File: config.mk
export PLATFORM = sky130hd
export DESIGN_NAME = usr_shift_seq
export DESIGN_NICKNAME = d
export VERILOG_FILES = /design/src/rtl/usr_shift_seq.sv
export SDC_FILE = /design/constraint.sdc
export NUM_CORES = 1
export LEC_CHECK = 0
export CORE_AREA = 5 5 54 56
export CTS_BUF_LIST = sky130_fd_sc_hd__clkbuf_4 sky130_fd_sc_hd__clkbuf_8 sky130_fd_sc_hd__clkbuf_16
export DETAILED_ROUTE_END_ITERATION = 10
export DIE_AREA = 0 0 59 61
export MAX_ROUTING_LAYER = met4
export PLACE_DENSITY = 0.74
export SETUP_SLACK_MARGIN = 0.15
export SYNTH_ARGS = -nofsm -noshare
export SYNTH_HDL_FRONTEND = slang
export SYNTH_SLANG_ARGS = --single-unit
File: constraint.sdc
create_clock -name clk -period 2.3 [get_ports clk]
set_clock_uncertainty 0.15 [all_clocks]
set_input_delay 0.345 -clock clk [delete_from_list [all_inputs] [get_ports clk]]
set_output_delay 0.345 -clock clk [all_outputs]
set_load 0.01 [all_outputs]
File: src/rtl/usr_shift_seq.sv
// usr_shift_seq: universal shift register with a start/busy/done sequenced multi-bit shift engine.
// Optional arithmetic SHR via `define USR_ARITH_SHIFT_EN (adds the arith input).
module usr_shift_seq #(
  parameter int WIDTH = 8,
  parameter int AMT_W = $clog2(WIDTH + 1)
) (
  input  logic             clk,
  input  logic             rst_n,
  input  logic             start,
  input  logic [1:0]       op,
  input  logic [AMT_W-1:0] amount,
  input  logic [WIDTH-1:0] d,
  input  logic             sin,
`ifdef USR_ARITH_SHIFT_EN
  input  logic             arith,
`endif
  output logic [WIDTH-1:0] q,
  output logic             sout,
  output logic             busy,
  output logic             done
);
  typedef enum logic [1:0] {IDLE, SHIFT, DONE} state_t;
  localparam logic [1:0] OP_LOAD = 2'd0, OP_SHR = 2'd1, OP_SHL = 2'd2;
  localparam logic [AMT_W-1:0] AMT_MAX = AMT_W'(WIDTH);
  state_t state, state_n;
  logic [WIDTH-1:0] q_n, shifted;
  logic [AMT_W-1:0] cnt, cnt_n, sat;
  logic [1:0] op_r, op_n;
  logic sout_n, shr_fill;
`ifdef USR_ARITH_SHIFT_EN
  logic arith_r, arith_n;
  assign shr_fill = arith_r ? q[WIDTH-1] : sin;
`else
  assign shr_fill = sin;
`endif
  assign sat = amount > AMT_MAX ? AMT_MAX : amount;
  assign busy = state == SHIFT;
  assign done = state == DONE;
  // ROR shares the right-shift path with q[0] recirculated into the MSB
  assign shifted = op_r == OP_SHL ? {q[WIDTH-2:0], sin} :
                   op_r == OP_SHR ? {shr_fill, q[WIDTH-1:1]} : {q[0], q[WIDTH-1:1]};
  always_comb begin
    state_n = state;
    q_n = q;
    sout_n = sout;
    cnt_n = cnt;
    op_n = op_r;
`ifdef USR_ARITH_SHIFT_EN
    arith_n = arith_r;
`endif
    case (state)
      IDLE: if (start) begin
        op_n = op;
`ifdef USR_ARITH_SHIFT_EN
        arith_n = arith;
`endif
        q_n = op == OP_LOAD ? d : q;
        cnt_n = op == OP_LOAD ? '0 : sat;
        state_n = (op == OP_LOAD || sat == '0) ? DONE : SHIFT;
      end
      SHIFT: begin
        q_n = shifted;
        sout_n = op_r == OP_SHL ? q[WIDTH-1] : q[0];
        cnt_n = cnt - AMT_W'(1);
        state_n = cnt == AMT_W'(1) ? DONE : SHIFT;
      end
      default: state_n = IDLE;
    endcase
  end
  always_ff @(posedge clk or negedge rst_n) begin
    if (!rst_n) begin
      state <= IDLE;
      q <= '0;
      sout <= 1'b0;
      cnt <= '0;
      op_r <= OP_LOAD;
`ifdef USR_ARITH_SHIFT_EN
      arith_r <= 1'b0;
`endif
    end else begin
      state <= state_n;
      q <= q_n;
      sout <= sout_n;
      cnt <= cnt_n;
      op_r <= op_n;
`ifdef USR_ARITH_SHIFT_EN
      arith_r <= arith_n;
`endif
    end
  end
endmodule

==> results.rst, run 1 <==
.. list-table::
   :header-rows: 1

   * - Metric
     - Value
   * - Drt initial violations
     - 26
   * - Effective utilization at floorplan
     - 0.4292
   * - CTS tree
     - done
   * - Detailed Route WL
     - 2481 um
   * - Insertion delay of the later-clocked pin in the worst-skew pair
     - 0.28 ns
   * - Total number of clock tree sinks
     - 17
   * - Buffers from clock root to sink, at most
     - 2
   * - Post-route DRC violation count
     - 0
   * - Unrepaired setup endpoints after global routing
     - false
   * - Arrival time at the worst endpoint
     - 1.53 ns
   * - Netlist Area Pre-Place
     - 1025 sq um
   * - Yosys warns
     - 0
   * - DIE WIDTH
     - 59 um
   * - Grt ovf
     - 0
   * - CP startpoint kind
     - register
   * - Syn-to-layout area delta
     - 36.51%
   * - Biggest fanout along the worst timing path
     - 9
   * - Aggregate negative setup slack
     - 0 ns
   * - Core utilization of the finished layout
     - 0.5860
   * - Reg clk slew, reported paths
     - 0.10 ns
   * - Post-synthesis instance total
     - 98
   * - Slowest stage cell, crit path
     - sky130_fd_sc_hd__clkdlybuf4s50_1
   * - Layout cell share with drive strength beyond 1
     - 0.1591
   * - Core Box Area
     - 2387 sq um
   * - Half-perimeter wire length after detailed placement
     - 1991 um
   * - Final number of hold-violating endpoints
     - 0
   * - Number of hold buffers added after cts
     - 0
   * - Count of max-cap constraint violations
     - 0
   * - Delay of the slowest cell on the worst path
     - 0.54 ns
   * - Largest net degree at the start of global routing
     - 18
   * - Number of synthesized register bits
     - 17
   * - WHS
     - 0.2228 ns
   * - Weighted congestion reported at the end of routability-driven placement
     - 0.9356
   * - Die area
     - 3599 sq um
   * - Post-Syn Nets
     - 118
   * - Final period util
     - 0.8824
   * - Actual transition at the worst max-transition pin
     - 0.4716 ns
   * - Post-route standard cell area excluding fillers
     - 1399 sq um
   * - Average wire length per cell after detail routing
     - 15.31 um
   * - Height of the die
     - 61 um
   * - Via count normalized by instance count
     - 5.698
   * - Distinct cells, synth
     - 33
   * - Number of global-route vias before repair
     - 944
   * - Status
     - completed
   * - Total CTS buffers
     - 3
   * - IO buf count
     - 28
   * - Number of antenna violations at the first check in global routing
     - 0
   * - Final min period
     - 2.029 ns
   * - Register area share after synthesis
     - 0.4151
   * - CTS H-tree depth
     - 1
   * - Classification of the worst setup path
     - reg2out
   * - Final Total Pwr
     - 1826 uW
   * - Leakage power figure
     - 0.0006013 uW
   * - Io pins
     - 29
   * - Number of detailed-route iterations in the first pass
     - 4
   * - Root Driver
     - sky130_fd_sc_hd__clkbuf_4
   * - Number of inserted diodes
     - 0
   * - Final setup violation count
     - 0
   * - Syn_area_per_cell
     - 10.46 sq um
   * - Type of destination of the critical path
     - primary output
   * - Total track usage
     - 0.1627
   * - Cell chain of the critical path
     - nand2b_1 -> inv_1 -> clkdlybuf4s50_1
   * - Cell Rows
     - 18
   * - Max-Slew Margin vs Limit
     - 0.6844
   * - Remaining number of nets flagged by the antenna check after routing
     - 0
   * - Final-stage net count
     - 153
   * - Maximum clock frequency
     - 0.4927 GHz
   * - Total vias in the final route
     - 923
   * - Placed cell area
     - 1363 sq um
   * - Maximum vdd drop
     - 0.6567 mV
   * - Final number of max-transition violations
     - 0
   * - Required time at the worst-slack endpoint
     - 1.80 ns
   * - Wire length of the first global-routing pass
     - 4326 um
   * - Power Dens Cells
     - 1305 nW/um^2
   * - Path class of the lowest-slack min-delay path
     - in2async
==> layout by cell type (no fill, tap or decap) <==
cell,instances
sky130_fd_sc_hd__or3_4,1
sky130_fd_sc_hd__o221ai_2,3
sky130_fd_sc_hd__a221oi_1,1
sky130_fd_sc_hd__a21bo_2,1
sky130_fd_sc_hd__clkdlybuf4s50_1,28
sky130_fd_sc_hd__dfrtp_2,1
sky130_fd_sc_hd__o221a_2,1
sky130_fd_sc_hd__dfrtp_1,16
sky130_fd_sc_hd__inv_1,6
sky130_fd_sc_hd__o21a_1,1
sky130_fd_sc_hd__nand2b_1,3
sky130_fd_sc_hd__nor4_1,1
sky130_fd_sc_hd__a211oi_1,7
sky130_fd_sc_hd__ha_1,2
sky130_fd_sc_hd__nor3_1,1
sky130_fd_sc_hd__buf_4,6
sky130_fd_sc_hd__and3b_1,8
sky130_fd_sc_hd__a311oi_1,1
sky130_fd_sc_hd__or3b_1,1
sky130_fd_sc_hd__nand3_1,4
sky130_fd_sc_hd__and2b_1,2
sky130_fd_sc_hd__nor2_1,5
sky130_fd_sc_hd__mux2_2,2
sky130_fd_sc_hd__mux2i_1,1
sky130_fd_sc_hd__nand3b_1,2
sky130_fd_sc_hd__a21oi_1,9
sky130_fd_sc_hd__nor3b_1,1
sky130_fd_sc_hd__nor4b_4,1
sky130_fd_sc_hd__clkinv_2,1
sky130_fd_sc_hd__o2bb2ai_1,7
sky130_fd_sc_hd__clkbuf_4,3
sky130_fd_sc_hd__a211o_1,1
sky130_fd_sc_hd__nand2_1,1
sky130_fd_sc_hd__o21ai_0,2
sky130_fd_sc_hd__or3b_2,1
==> path summary, 6_finish.rpt <==
check	slack (ns)	cells past startpoint	startpoint	end
min reg2reg	0.34	2	sout	sout
min in group clk	0.34	2	sout	sout
max	0.27	3	state[0]	busy
min	0.22	2	rst_n	sout
max in group asynchronous	1.56	2	rst_n	state[1]
max reg2reg	0.60	3	op_r[0]	q[7]
==> stage by stage <==
step	setup slack, ns	std cells
2_1_floorplan	0.6310	98
3_3_place_gp	0.3299	157
3_5_place_dp	0.2971	157
4_1_cts	0.1837	161
5_1_grt	0.1563	162
6_report	0.2705	162
==> repair_timing <==
action                     CTS  global route
buffers inserted             0             1
setup endpoints to repair    0             1
hold endpoints to repair     0             0
resized for setup            0             1
==> where the power goes <==
part	internal [uW]	switching [uW]	leakage, uW	total, uW
clock network	64.5	93.1	0.0000177	158
logic	565	464	0.000383	1030
registers	456	183	0.000200	639
==> cell usage after synthesis <==
cell type | n | area, sq um
sky130_fd_sc_hd__a311oi_1 | 1 | 8.760
sky130_fd_sc_hd__a211oi_1 | 7 | 52.55
sky130_fd_sc_hd__buf_1 | 1 | 3.750
sky130_fd_sc_hd__a21oi_1 | 9 | 45.04
sky130_fd_sc_hd__o2bb2ai_1 | 7 | 61.31
sky130_fd_sc_hd__clkbuf_1 | 1 | 3.750
sky130_fd_sc_hd__nor3_1 | 1 | 5.000
sky130_fd_sc_hd__o21a_1 | 1 | 7.510
sky130_fd_sc_hd__or3_4 | 1 | 11.26
sky130_fd_sc_hd__a211o_1 | 1 | 8.760
sky130_fd_sc_hd__nand2_1 | 1 | 3.750
sky130_fd_sc_hd__mux2i_1 | 1 | 10.01
sky130_fd_sc_hd__nand3_1 | 4 | 20.02
sky130_fd_sc_hd__nor2_1 | 5 | 18.77
sky130_fd_sc_hd__nand2b_1 | 3 | 18.77
sky130_fd_sc_hd__dfrtp_1 | 17 | 425.4
sky130_fd_sc_hd__a21bo_2 | 1 | 10.01
sky130_fd_sc_hd__and2b_1 | 2 | 15.01
sky130_fd_sc_hd__or3b_1 | 1 | 8.760
sky130_fd_sc_hd__or3b_2 | 1 | 8.760
sky130_fd_sc_hd__o221ai_2 | 3 | 45.04
sky130_fd_sc_hd__and3b_1 | 8 | 70.07
sky130_fd_sc_hd__nand3b_1 | 2 | 15.01
sky130_fd_sc_hd__buf_2 | 2 | 10.01
sky130_fd_sc_hd__nor3b_1 | 1 | 7.510
sky130_fd_sc_hd__mux2_2 | 2 | 22.52
sky130_fd_sc_hd__nor4_1 | 1 | 6.260
sky130_fd_sc_hd__o21ai_0 | 2 | 10.01
sky130_fd_sc_hd__inv_1 | 6 | 22.52
sky130_fd_sc_hd__nor4b_4 | 1 | 23.77
sky130_fd_sc_hd__a221oi_1 | 1 | 8.760
sky130_fd_sc_hd__o221a_2 | 1 | 11.26
sky130_fd_sc_hd__ha_1 | 2 | 25.02
==> cell type report <==
class                      count  area (sq um)
clock buffer                   3         22.52
tap                           30         37.54
sequential                    17         426.7
timing repair buffer          34         325.3
clock inverter                 1         5.005
multi-input combinational     71         559.3
inverter                       6         22.52
fill                         228         988.4
==> critical path: cells and delay by family, from the launching register on <==
kind / cells / cell delay, ns
DFF: 1 / 0.51
and+or+nand+nor: 1 / 0.12
buffers and inverters: 2 / 0.63
==> routing by layer <==
layer / GRT usage / vias up / part of all wire
met5: - / - / 0
met4: 0.04854 / 0 / 0.0028
met3: 0.03191 / 2 / 0.069
met2: 0.2871 / 32 / 0.49
met1: 0.1861 / 448 / 0.44
li1: - / 441 / -
==> cell families after synthesis <==
logic type	synth area share
fa+ha+maj	0.02442
mux	0.03174
simple gates	0.2271
compound gates	0.2625
buf+inv	0.03906
flops	0.4151
==> flip-flops by register name, summed over array words and instances, names as in the netlist <==
| name | flops |
|---|---|
| cnt | 4 |
| op_r | 2 |
| q | 8 |
| sout | 1 |
| state | 2 |
(Power assumes the default switching activity.)
==> inputs of run 2 (changes only) <==
--- a/config.mk
+++ b/config.mk
@@ -10,7 +10,7 @@
 export DETAILED_ROUTE_END_ITERATION = 10
 export DIE_AREA = 0 0 59 61
 export MAX_ROUTING_LAYER = met4
-export PLACE_DENSITY = 0.74
+export PLACE_DENSITY = 0.71
 export SETUP_SLACK_MARGIN = 0.15
 export SYNTH_ARGS = -nofsm -noshare
 export SYNTH_HDL_FRONTEND = slang
==> results.rst, run 2 (same netlist as run 1, synthesis figures left out) <==
.. list-table::
   :header-rows: 1

   * - Metric
     - Value
   * - End of the worst register-to-register path
     - q[7]
   * - Maximum clock frequency
     - 0.4899 GHz
   * - Status
     - completed
   * - Number of detailed-route iterations in the first pass
     - 4
   * - Total number of clock tree sinks
     - 17
   * - Largest net degree at the start of global routing
     - 18
   * - Maximum vdd drop
     - 0.7593 mV
   * - Highest-count cells in the layout ignoring fill and taps
     - sky130_fd_sc_hd__clkdlybuf4s50_1 (28), sky130_fd_sc_hd__dfrtp_1 (16), sky130_fd_sc_hd__a21oi_1 (9), sky130_fd_sc_hd__and3b_1 (8)
   * - Biggest fanout along the worst timing path
     - 8
   * - Number of antenna violations at the first check in global routing
     - 0
   * - Reg-to-reg critical path startpoint
     - op_r[0]
   * - Number of inserted diodes
     - 0
   * - Remaining number of nets flagged by the antenna check after routing
     - 0
   * - Grt ovf
     - 0
   * - Max-Slew Margin vs Limit
     - 0.6540
   * - Arrival time at the worst endpoint
     - 1.55 ns
   * - Actual transition at the worst max-transition pin
     - 0.5171 ns
   * - Drt initial violations
     - 28
   * - Largest register by flop count
     - q
   * - Required time at the worst-slack endpoint
     - 1.80 ns
   * - Path class of the lowest-slack min-delay path
     - in2async
   * - Half-perimeter wire length after detailed placement
     - 1952 um
   * - Post-Place Setup Slack
     - 0.2803 ns
   * - Final number of max-transition violations
     - 0
   * - Reg-to-reg slack, setup
     - 0.60 ns
   * - Syn-to-layout area delta
     - 36.75%
   * - Final period util
     - 0.8875
   * - Total CTS buffers
     - 3
   * - DIE WIDTH
     - 59 um
   * - Number of flip-flops in the largest register
     - 8
   * - Final number of hold-violating endpoints
     - 0
   * - Largest registers in the final layout
     - q: 8 flops, cnt: 4 flops
   * - Aggregate negative setup slack
     - 0 ns
   * - Average wire length per cell after detail routing
     - 15.22 um
   * - Die area
     - 3599 sq um
   * - Io pins
     - 29
   * - Final setup violation count
     - 0
   * - Reg clk slew, reported paths
     - 0.10 ns
   * - Total vias in the final route
     - 890
   * - Commonest non-fill, non-tap cell in the layout
     - sky130_fd_sc_hd__clkdlybuf4s50_1
   * - Number of global-route vias before repair
     - 861
   * - Setup slack of the critical path after layout
     - 0.2588 ns
   * - Met1 Wirelength
     - 1130 um
   * - Critical path startpoint
     - state[1]
   * - Endpoint of the most critical setup path
     - busy
   * - Type of destination of the critical path
     - primary output
   * - Final min period
     - 2.041 ns
   * - Count of max-cap constraint violations
     - 0
   * - Highest metal layer with signal wires
     - met4
   * - Power Dens Cells
     - 1309 nW/um^2
   * - Effective utilization at floorplan
     - 0.4292
   * - CTS tree
     - done
   * - CTS H-tree depth
     - 1
   * - Total met3 wirelength after detailed routing
     - 105 um
   * - Via count normalized by instance count
     - 5.494
   * - Root Driver
     - sky130_fd_sc_hd__clkbuf_4
   * - IO buf count
     - 28
   * - Detailed Route WL
     - 2465 um
   * - Buffers from clock root to sink, at most
     - 2
   * - Core Box Area
     - 2387 sq um
   * - Height of the die
     - 61 um
   * - Wire length on met2
     - 1214 um
   * - Wire length of the first global-routing pass
     - 4050 um
   * - Unrepaired setup endpoints after global routing
     - false
   * - Cell Rows
     - 18
   * - Insertion delay of the later-clocked pin in the worst-skew pair
     - 0.29 ns
   * - Weighted congestion reported at the end of routability-driven placement
     - 0.7759
   * - CP startpoint kind
     - register
   * - Final-stage net count
     - 153
   * - Total track usage
     - 0.1550
   * - Leakage power figure
     - 0.0006020 uW
   * - Post-CTS setup buffer count
     - 0
   * - Classification of the worst setup path
     - reg2out
   * - Layout cell share with drive strength beyond 1
     - 0.1591
   * - Post-route DRC violation count
     - 0
   * - Depth of the worst register-to-register path
     - 3
==> run 2: cell types whose count changed in the layout (fill, tap and decap cells not counted) <==
cell and change:
sky130_fd_sc_hd__clkbuf_4 +1, sky130_fd_sc_hd__clkinv_2 -1
==> run 2: how the worst min path moves through the flow <==
stage	to	slack, ns	cells after the start
floorplan	cnt[0]	-0.10	0
global placement	sout	0.31	2
detailed placement	sout	0.33	2
CTS	cnt[0]	0.22	2
global route	cnt[0]	0.24	2
finish	cnt[0]	0.22	2
==> run 2: repair_timing <==
action                                  4_1_cts  5_1_grt
resized for setup                             0        1
endpoints found under the setup margin        0        1
hold buffers                                  0        0
hold endpoints to repair                      0        0
==> run 2: layout make-up <==
cell class | instances | area [sq um]
clock buffer | 4 | 30.03
fill | 224 | 985.9
inverter | 6 | 22.52
multi-input combinational | 71 | 559.3
sequential | 17 | 426.7
tap | 30 | 37.54
timing repair buffer | 34 | 325.3
==> run 2: critical path, cell delays in order (launching register included) <==
cell                              delay [ns]
sky130_fd_sc_hd__dfrtp_2                0.47
sky130_fd_sc_hd__nand2b_1               0.17
sky130_fd_sc_hd__inv_1                  0.09
sky130_fd_sc_hd__clkdlybuf4s50_1        0.54
==> run 2: where the power goes <==
part	switching (uW)	leakage, uW	internal (uW)
logic	462	0.000383	561
registers	186	0.000200	456
clock network	90.1	0.0000184	79.1
total	738	0.000602	1100
==> run 2: through the flow <==
stage / util / total power [uW] / hold slack, ns / instance area, sq um / cells
floorplan: - / 1253 / -0.1006 / 1025 / 98
global placement: 0.5739 / 1654 / 0.3137 / 1370 / 158
detailed placement: 0.5739 / 1671 / 0.3311 / 1370 / 158
CTS: 0.5865 / 1851 / 0.2250 / 1400 / 162
global route: 0.5870 / 1998 / 0.2393 / 1401 / 162
finish: 0.5870 / 1834 / 0.2243 / 1401 / 162
==> run 2: routing by layer <==
metal / up-vias / global-route usage
li1: 444 / -
met1: 423 / 0.2050
met2: 21 / 0.2397
met3: 2 / 0.03830
met4: 0 / 0.03560
met5: - / -
